`src/rtl/apb_master_ctrl_pkg.sv`:
```
// Shared types for the APB master controller: FSM state encoding and a
// helper that sizes the optional ACCESS wait-state counter.
package apb_master_ctrl_pkg;

    typedef enum logic [1:0] {
        APB_IDLE   = 2'd0,
        APB_SETUP  = 2'd1,
        APB_ACCESS = 2'd2,
        APB_DONE   = 2'd3
    } apb_state_e;

    // Bits needed to count from 0 up to and including max_val.
    function automatic int unsigned cnt_width(input int unsigned max_val);
        return (max_val < 2) ? 1 : $clog2(max_val + 1);
    endfunction

endpackage

```
`src/rtl/apb_master_ctrl_if.sv`:
```
// Bundles the core-side request handshake and the APB pins of the master
// controller. The master modport is the controller's view; the slave modport
// is the view of whatever sits on the other side (core + APB slave).
interface apb_master_ctrl_if #(
    parameter int ADDR_W = 32,
    parameter int DATA_W = 32
);
    logic              req_valid;
    logic              req_write;
    logic [ADDR_W-1:0] req_addr;
    logic [DATA_W-1:0] req_wdata;
    logic              req_ready;
    logic [DATA_W-1:0] req_rdata;
    logic              req_err;

    logic [ADDR_W-1:0] paddr;
    logic [DATA_W-1:0] pwdata;
    logic              pwrite;
    logic              psel;
    logic              penable;
    logic [DATA_W-1:0] prdata;
    logic              pready;
    logic              pslverr;

    modport master (
        input  req_valid, req_write, req_addr, req_wdata,
        input  prdata, pready, pslverr,
        output req_ready, req_rdata, req_err,
        output paddr, pwdata, pwrite, psel, penable
    );

    modport slave (
        output req_valid, req_write, req_addr, req_wdata,
        output prdata, pready, pslverr,
        input  req_ready, req_rdata, req_err,
        input  paddr, pwdata, pwrite, psel, penable
    );
endinterface

```
`src/rtl/apb_master_ctrl.sv`:
```
// APB master controller: turns the core's off-chip load/store request into an
// APB SETUP/ACCESS sequence and returns a one-cycle completion strobe with
// read data and error status. All outputs are registered.
//
// Optional build macro APB_TIMEOUT_EN: aborts an ACCESS phase after
// TIMEOUT_CYCLES wait states with req_err=1 (and req_rdata=0 for reads).
//
//   state      | meaning
//   APB_IDLE   | waiting for req_valid; request is latched on accept
//   APB_SETUP  | psel=1, penable=0 for one cycle
//   APB_ACCESS | psel=1, penable=1 until pready (or timeout)
//   APB_DONE   | bus released, req_ready pulses for this cycle
module apb_master_ctrl
    import apb_master_ctrl_pkg::*;
#(
    parameter int ADDR_W         = 32,
    parameter int DATA_W         = 32,
    parameter int TIMEOUT_CYCLES = 16
) (
    input  logic                  clk,
    input  logic                  rst,
    apb_master_ctrl_if.master     bus
);

    apb_state_e        state_q,     state_d;
    logic [ADDR_W-1:0] paddr_q,     paddr_d;
    logic [DATA_W-1:0] pwdata_q,    pwdata_d;
    logic              pwrite_q,    pwrite_d;
    logic              psel_q,      psel_d;
    logic              penable_q,   penable_d;
    logic              req_ready_q, req_ready_d;
    logic [DATA_W-1:0] req_rdata_q, req_rdata_d;
    logic              req_err_q,   req_err_d;

`ifdef APB_TIMEOUT_EN
    localparam int unsigned CNT_W = cnt_width(TIMEOUT_CYCLES);
    logic [CNT_W-1:0] to_cnt_q, to_cnt_d;
    logic [CNT_W-1:0] to_cnt_inc;
`endif

    // Next-state and next-output computation; outputs are derived from the
    // state being entered so they appear registered in that state's cycle.
    always_comb begin
        state_d     = state_q;
        paddr_d     = paddr_q;
        pwdata_d    = pwdata_q;
        pwrite_d    = pwrite_q;
        psel_d      = 1'b0;
        penable_d   = 1'b0;
        req_ready_d = 1'b0;
        req_rdata_d = req_rdata_q;
        req_err_d   = req_err_q;
`ifdef APB_TIMEOUT_EN
        to_cnt_d    = to_cnt_q;
        to_cnt_inc  = to_cnt_q + 1'b1;
`endif

        case (state_q)
            APB_IDLE: begin
                if (bus.req_valid) begin
                    paddr_d   = bus.req_addr;
                    pwdata_d  = bus.req_wdata;
                    pwrite_d  = bus.req_write;
                    req_err_d = 1'b0;
                    psel_d    = 1'b1;
                    state_d   = APB_SETUP;
`ifdef APB_TIMEOUT_EN
                    to_cnt_d  = '0;
`endif
                end
            end

            APB_SETUP: begin
                psel_d    = 1'b1;
                penable_d = 1'b1;
                state_d   = APB_ACCESS;
            end

            APB_ACCESS: begin
                if (bus.pready) begin
                    req_ready_d = 1'b1;
                    req_err_d   = bus.pslverr;
                    if (!pwrite_q) begin
                        req_rdata_d = bus.prdata;
                    end
                    state_d = APB_DONE;
                end else begin
                    psel_d    = 1'b1;
                    penable_d = 1'b1;
`ifdef APB_TIMEOUT_EN
                    to_cnt_d = to_cnt_inc;
                    // Abort once this wait cycle brings the count to the limit.
                    if (to_cnt_inc == CNT_W'(TIMEOUT_CYCLES)) begin
                        psel_d      = 1'b0;
                        penable_d   = 1'b0;
                        req_ready_d = 1'b1;
                        req_err_d   = 1'b1;
                        if (!pwrite_q) begin
                            req_rdata_d = '0;
                        end
                        state_d = APB_DONE;
                    end
`endif
                end
            end

            APB_DONE: begin
                state_d = APB_IDLE;
            end

            default: begin
                state_d = APB_IDLE;
            end
        endcase
    end

    // State and output registers with synchronous reset.
    always_ff @(posedge clk) begin
        if (rst) begin
            state_q     <= APB_IDLE;
            paddr_q     <= '0;
            pwdata_q    <= '0;
            pwrite_q    <= 1'b0;
            psel_q      <= 1'b0;
            penable_q   <= 1'b0;
            req_ready_q <= 1'b0;
            req_rdata_q <= '0;
            req_err_q   <= 1'b0;
`ifdef APB_TIMEOUT_EN
            to_cnt_q    <= '0;
`endif
        end else begin
            state_q     <= state_d;
            paddr_q     <= paddr_d;
            pwdata_q    <= pwdata_d;
            pwrite_q    <= pwrite_d;
            psel_q      <= psel_d;
            penable_q   <= penable_d;
            req_ready_q <= req_ready_d;
            req_rdata_q <= req_rdata_d;
            req_err_q   <= req_err_d;
`ifdef APB_TIMEOUT_EN
            to_cnt_q    <= to_cnt_d;
`endif
        end
    end

    assign bus.paddr     = paddr_q;
    assign bus.pwdata    = pwdata_q;
    assign bus.pwrite    = pwrite_q;
    assign bus.psel      = psel_q;
    assign bus.penable   = penable_q;
    assign bus.req_ready = req_ready_q;
    assign bus.req_rdata = req_rdata_q;
    assign bus.req_err   = req_err_q;

endmodule
```
`src/flat_wrapper.sv`:
```
// flat-port wrapper written by rule: the top's interface ports become plain ports
module apb_master_ctrl_flat import apb_master_ctrl_pkg::*;
#(
    parameter int ADDR_W         = 32,
    parameter int DATA_W         = 32,
    parameter int TIMEOUT_CYCLES = 16
)
  (clk, rst, bus_req_valid, bus_req_write, bus_req_addr, bus_req_wdata, bus_prdata, bus_pready, bus_pslverr, bus_req_ready, bus_req_rdata, bus_req_err, bus_paddr, bus_pwdata, bus_pwrite, bus_psel, bus_penable);
  apb_master_ctrl_if #(.ADDR_W(ADDR_W), .DATA_W(DATA_W)) bus_i ();
  input  logic clk;
  input  logic rst;
  input wire logic [$bits(bus_i.req_valid)-1:0] bus_req_valid;
  input wire logic [$bits(bus_i.req_write)-1:0] bus_req_write;
  input wire logic [$bits(bus_i.req_addr)-1:0] bus_req_addr;
  input wire logic [$bits(bus_i.req_wdata)-1:0] bus_req_wdata;
  input wire logic [$bits(bus_i.prdata)-1:0] bus_prdata;
  input wire logic [$bits(bus_i.pready)-1:0] bus_pready;
  input wire logic [$bits(bus_i.pslverr)-1:0] bus_pslverr;
  output wire logic [$bits(bus_i.req_ready)-1:0] bus_req_ready;
  output wire logic [$bits(bus_i.req_rdata)-1:0] bus_req_rdata;
  output wire logic [$bits(bus_i.req_err)-1:0] bus_req_err;
  output wire logic [$bits(bus_i.paddr)-1:0] bus_paddr;
  output wire logic [$bits(bus_i.pwdata)-1:0] bus_pwdata;
  output wire logic [$bits(bus_i.pwrite)-1:0] bus_pwrite;
  output wire logic [$bits(bus_i.psel)-1:0] bus_psel;
  output wire logic [$bits(bus_i.penable)-1:0] bus_penable;
  assign bus_i.req_valid = bus_req_valid;
  assign bus_i.req_write = bus_req_write;
  assign bus_i.req_addr = bus_req_addr;
  assign bus_i.req_wdata = bus_req_wdata;
  assign bus_i.prdata = bus_prdata;
  assign bus_i.pready = bus_pready;
  assign bus_i.pslverr = bus_pslverr;
  assign bus_req_ready = bus_i.req_ready;
  assign bus_req_rdata = bus_i.req_rdata;
  assign bus_req_err = bus_i.req_err;
  assign bus_paddr = bus_i.paddr;
  assign bus_pwdata = bus_i.pwdata;
  assign bus_pwrite = bus_i.pwrite;
  assign bus_psel = bus_i.psel;
  assign bus_penable = bus_i.penable;
  apb_master_ctrl #(.ADDR_W(ADDR_W), .DATA_W(DATA_W), .TIMEOUT_CYCLES(TIMEOUT_CYCLES)) u_core (.clk(clk), .rst(rst), .bus(bus_i));
endmodule
```
`config.mk`:
```
export PLATFORM = sky130hd
export DESIGN_NAME = apb_master_ctrl_flat
export DESIGN_NICKNAME = d
export VERILOG_FILES = /design/src/rtl/apb_master_ctrl_pkg.sv /design/src/rtl/apb_master_ctrl_if.sv /design/src/rtl/apb_master_ctrl.sv /design/src/flat_wrapper.sv
export SDC_FILE = /design/constraint.sdc
export NUM_CORES = 1
export LEC_CHECK = 0
export CAP_MARGIN = 20
export CORE_MARGIN = 8
export CORE_UTILIZATION = 40
export CTS_BUF_LIST = sky130_fd_sc_hd__clkbuf_4 sky130_fd_sc_hd__clkbuf_8 sky130_fd_sc_hd__clkbuf_16
export CTS_CLUSTER_SIZE = 25
export DETAILED_ROUTE_END_ITERATION = 10
export GPL_TIMING_DRIVEN = 0
export PLACE_DENSITY_LB_ADDON = 0.1
export SLEW_MARGIN = 20
export SYNTH_ARGS = -nofsm -noshare
export SYNTH_HDL_FRONTEND = slang
export SYNTH_SLANG_ARGS = --single-unit
```
`constraint.sdc`:
```
create_clock -name clk -period 2.42 [get_ports clk]
set_input_delay 0.726 -clock clk [delete_from_list [all_inputs] [get_ports clk]]
set_output_delay 0.726 -clock clk [all_outputs]
set_load 0.03 [all_outputs]
```
==> metrics.cfg, run 1 <==
[placement]
io_buffers = 201
dpl.cell_count = 789
place_ws_ps = 338
hpwlAfterDp_um = 9470
gp_congestion = 0.805
dpl-instance-area_um2 = 5970

[power_and_ir_drop]
vdd_drop_max_v = 0.000425
powerDensity_nw_per_um2 = 906
p_leak_nw = 2.20

[logic_synthesis]
synth.avg_cell_area_um2 = 8.28
netlist_area_um2 = 3800
ys_top_cells_by_area = dfxtp_1 (54%), nand2_1 (19%), a21oi_1 (10%), a21oi_2 (4.6%), buf_6 (2.1%)
yosys_warnings = 0
syn_inst = 459
netlist.area_leader.share_pct = 54.3
seq_area_frac_synth_pct = 54.3
ys_ff_latch = 103
syn_nets = 566
ys_types = 27
yosys.area.top_type = dfxtp_1

[critical_path]
slowest_delay_ps = 700
cp.depth = 1
cp_slowest_cell = clkdlybuf4s50_1
path_max_fanout = 4
reg2reg_depth = 7
critical_path_arrival_ps = 1410
crit_family = buffers and inverters
cp_data_required_time_ps = 1690
start_kind = flop
crit_buf_inv = 1
critPathCaptureType = primary output
path_class = reg -> out
cp_cell_sequence = clkdlybuf4s50_1

[global_routing]
antenna_found_initial = 0
grt_first_pass_wirelength_um = 19100
grt_pass1_vias = 3918
grt_max_degree = 17
grt_util_all_layers_pct = 18.3
overflow = 0

[sta]
post-route-period-util_pct = 88.2
finalHoldViolations = 0
setup_viol = 0
slew_viol_final = 0
tightest_slew_ps = 549
finalSetupTns_ps = 0
rsz0062_at_grt = false
fin_worst_skew_ps = 12.4
max_freq_mhz = 469
period_minus_slack_ps = 2130
relSlewSlack_pct = 63.4
layout_setup_ws_ps = 286

[die]
die_w_um = 113
die_area_um2 = 12900
start_util_pct = 41.1
core_area_um2 = 9240
rows = 35
ioPinCount = 203
die_h_um = 113

[cells_and_area]
syn2layout_area_growth_pct = 62.0
seqCellArea_um2 = 2060
multi_input_comb_area_um2 = 1500
fin_cells = 804
num-fill-cells = 825
layout_commonest_cell = clkdlybuf4s50_1
final_cell_area_um2 = 6150
final_cell_mix = clkdlybuf4s50_1 (201), nand2_1 (196), dfxtp_1 (103)
layout-drive-gt1-share_pct = 8.74
diodes = 0
nets = 778

[route]
wirelength_um = 12100
drt-pass1-iter-count = 4
dr_total_vias = 3749
drt_iter0_markers = 209
wl_per_cell_um = 15.1
vias_per_cell = 4.66
antenna_left = 0
drc = 0

[clocking]
ctsHoldBuffers = 0
cts_made_buffers = 9
cts_tree = done
clkLatencyLatePin_ps = 350
cts_setup_buffers = 0
cts-root-buf = clkbuf_8
cts_resized = 0
clock_path_buffers = 2
clkSlewWorstSetupHoldPaths_ps = 100
h-tree-depth = 3
cts_sinks = 103

[status]
status = finished, final reports clean

[run]
maxCapViolations = 0

[worst_hold_path]
hold_depth = 2
hold_class = reg -> reg

==> through the flow <==
step / total power (W) / util [%] / hold WS (ps)
2_1_floorplan: 0.00363 / - / 487
3_3_place_gp: 0.00457 / 64.6 / 441
3_5_place_dp: 0.00462 / 64.6 / 446
4_1_cts: 0.00563 / 66.6 / 459
5_1_grt: 0.00591 / 66.6 / 481
6_report: 0.00558 / 66.6 / 459
==> worst paths after layout <==
check	slack, ps	end	start
worst max-delay path	290	bus_pwrite	u_core.bus.pwrite
worst min-delay path	460	u_core.bus.paddr[7]	u_core.bus.paddr[7]
worst max register to register	810	u_core.bus.pwdata[27]	u_core.state_q[0]
worst min register to register	460	u_core.bus.paddr[7]	u_core.bus.paddr[7]
==> cells in the mapped netlist <==
cell type  number
nand3b_1        1
nand3_1         2
and3b_1         1
nand2_1       196
buf_8           3
o21ai_0         2
nor3_1          2
and2b_1         1
and2_1          1
nor2b_1         1
clkbuf_1        8
buf_2          12
nor3b_1         1
buf_6           7
inv_1           2
a31oi_1         1
nand4_1         1
buf_1           1
nand2b_1        3
dfxtp_1       103
a21oi_2        20
nor2_1          2
ha_1            5
a211oi_1        1
a21o_1          1
a21oi_1        79
buf_4           2
==> state kept, by name, indices dropped and copies added (netlist names) <==
signal,count
u_core.bus.req_err,1
u_core.bus.psel,1
u_core.bus.pwdata,32
u_core.bus.pwrite,1
u_core.bus.penable,1
u_core.bus.paddr,32
u_core.bus.req_ready,1
u_core.bus.req_rdata,32
u_core.state_q,2
==> power by group <==
| part | total [W] | switching, W | internal (W) |
|---|---|---|---|
| sequential | 0.00214 | 0.000152 | 0.00199 |
| clock | 0.00101 | 0.000580 | 0.000430 |
| combinational | 0.00242 | 0.00141 | 0.00102 |
| total | 0.00558 | 0.00214 | 0.00344 |
==> routing by layer <==
layer / GRT usage, % / up-vias / wire (um)
met3: 9.98 / 16 / 1530
met5: 0 / - / 0
met4: 5.95 / 0 / 240
met1: 19.2 / 1700 / 4760
met2: 30.5 / 139 / 5600
li1: - / 1894 / -
==> cells by family after synthesis <==
family	count (synthesis)	synth area share, %
compound gates	104	15.8
buf+inv	35	6.32
fa+ha+maj	5	1.65
flops	103	54.3
simple gates	212	21.9
==> cell type report <==
cell class / count / area share (%)
plain buffers: 33 / 3.78
inverters: 2 / 0.122
well taps: 129 / 2.62
clock buffers: 11 / 2.46
clock inverters: 4 / 0.488
repair buffers: 201 / 32.7
multi-input cells: 321 / 24.3
flip-flops and latches: 103 / 33.5
(Power assumes the default switching activity.)
==> run 2, diff against run 1 <==
--- a/config.mk
+++ b/config.mk
@@ -5,12 +5,14 @@
 export SDC_FILE = /design/constraint.sdc
 export NUM_CORES = 1
 export LEC_CHECK = 0
+export ABC_AREA = 0
 export CAP_MARGIN = 20
 export CORE_MARGIN = 8
 export CORE_UTILIZATION = 40
 export CTS_BUF_LIST = sky130_fd_sc_hd__clkbuf_4 sky130_fd_sc_hd__clkbuf_8 sky130_fd_sc_hd__clkbuf_16
 export CTS_CLUSTER_SIZE = 25
 export DETAILED_ROUTE_END_ITERATION = 10
+export GPL_ROUTABILITY_DRIVEN = 0
 export GPL_TIMING_DRIVEN = 0
 export PLACE_DENSITY_LB_ADDON = 0.1
 export SLEW_MARGIN = 20
==> results of run 2 <==
The final DEF is identical to that of run 1; final timing and power are the same.
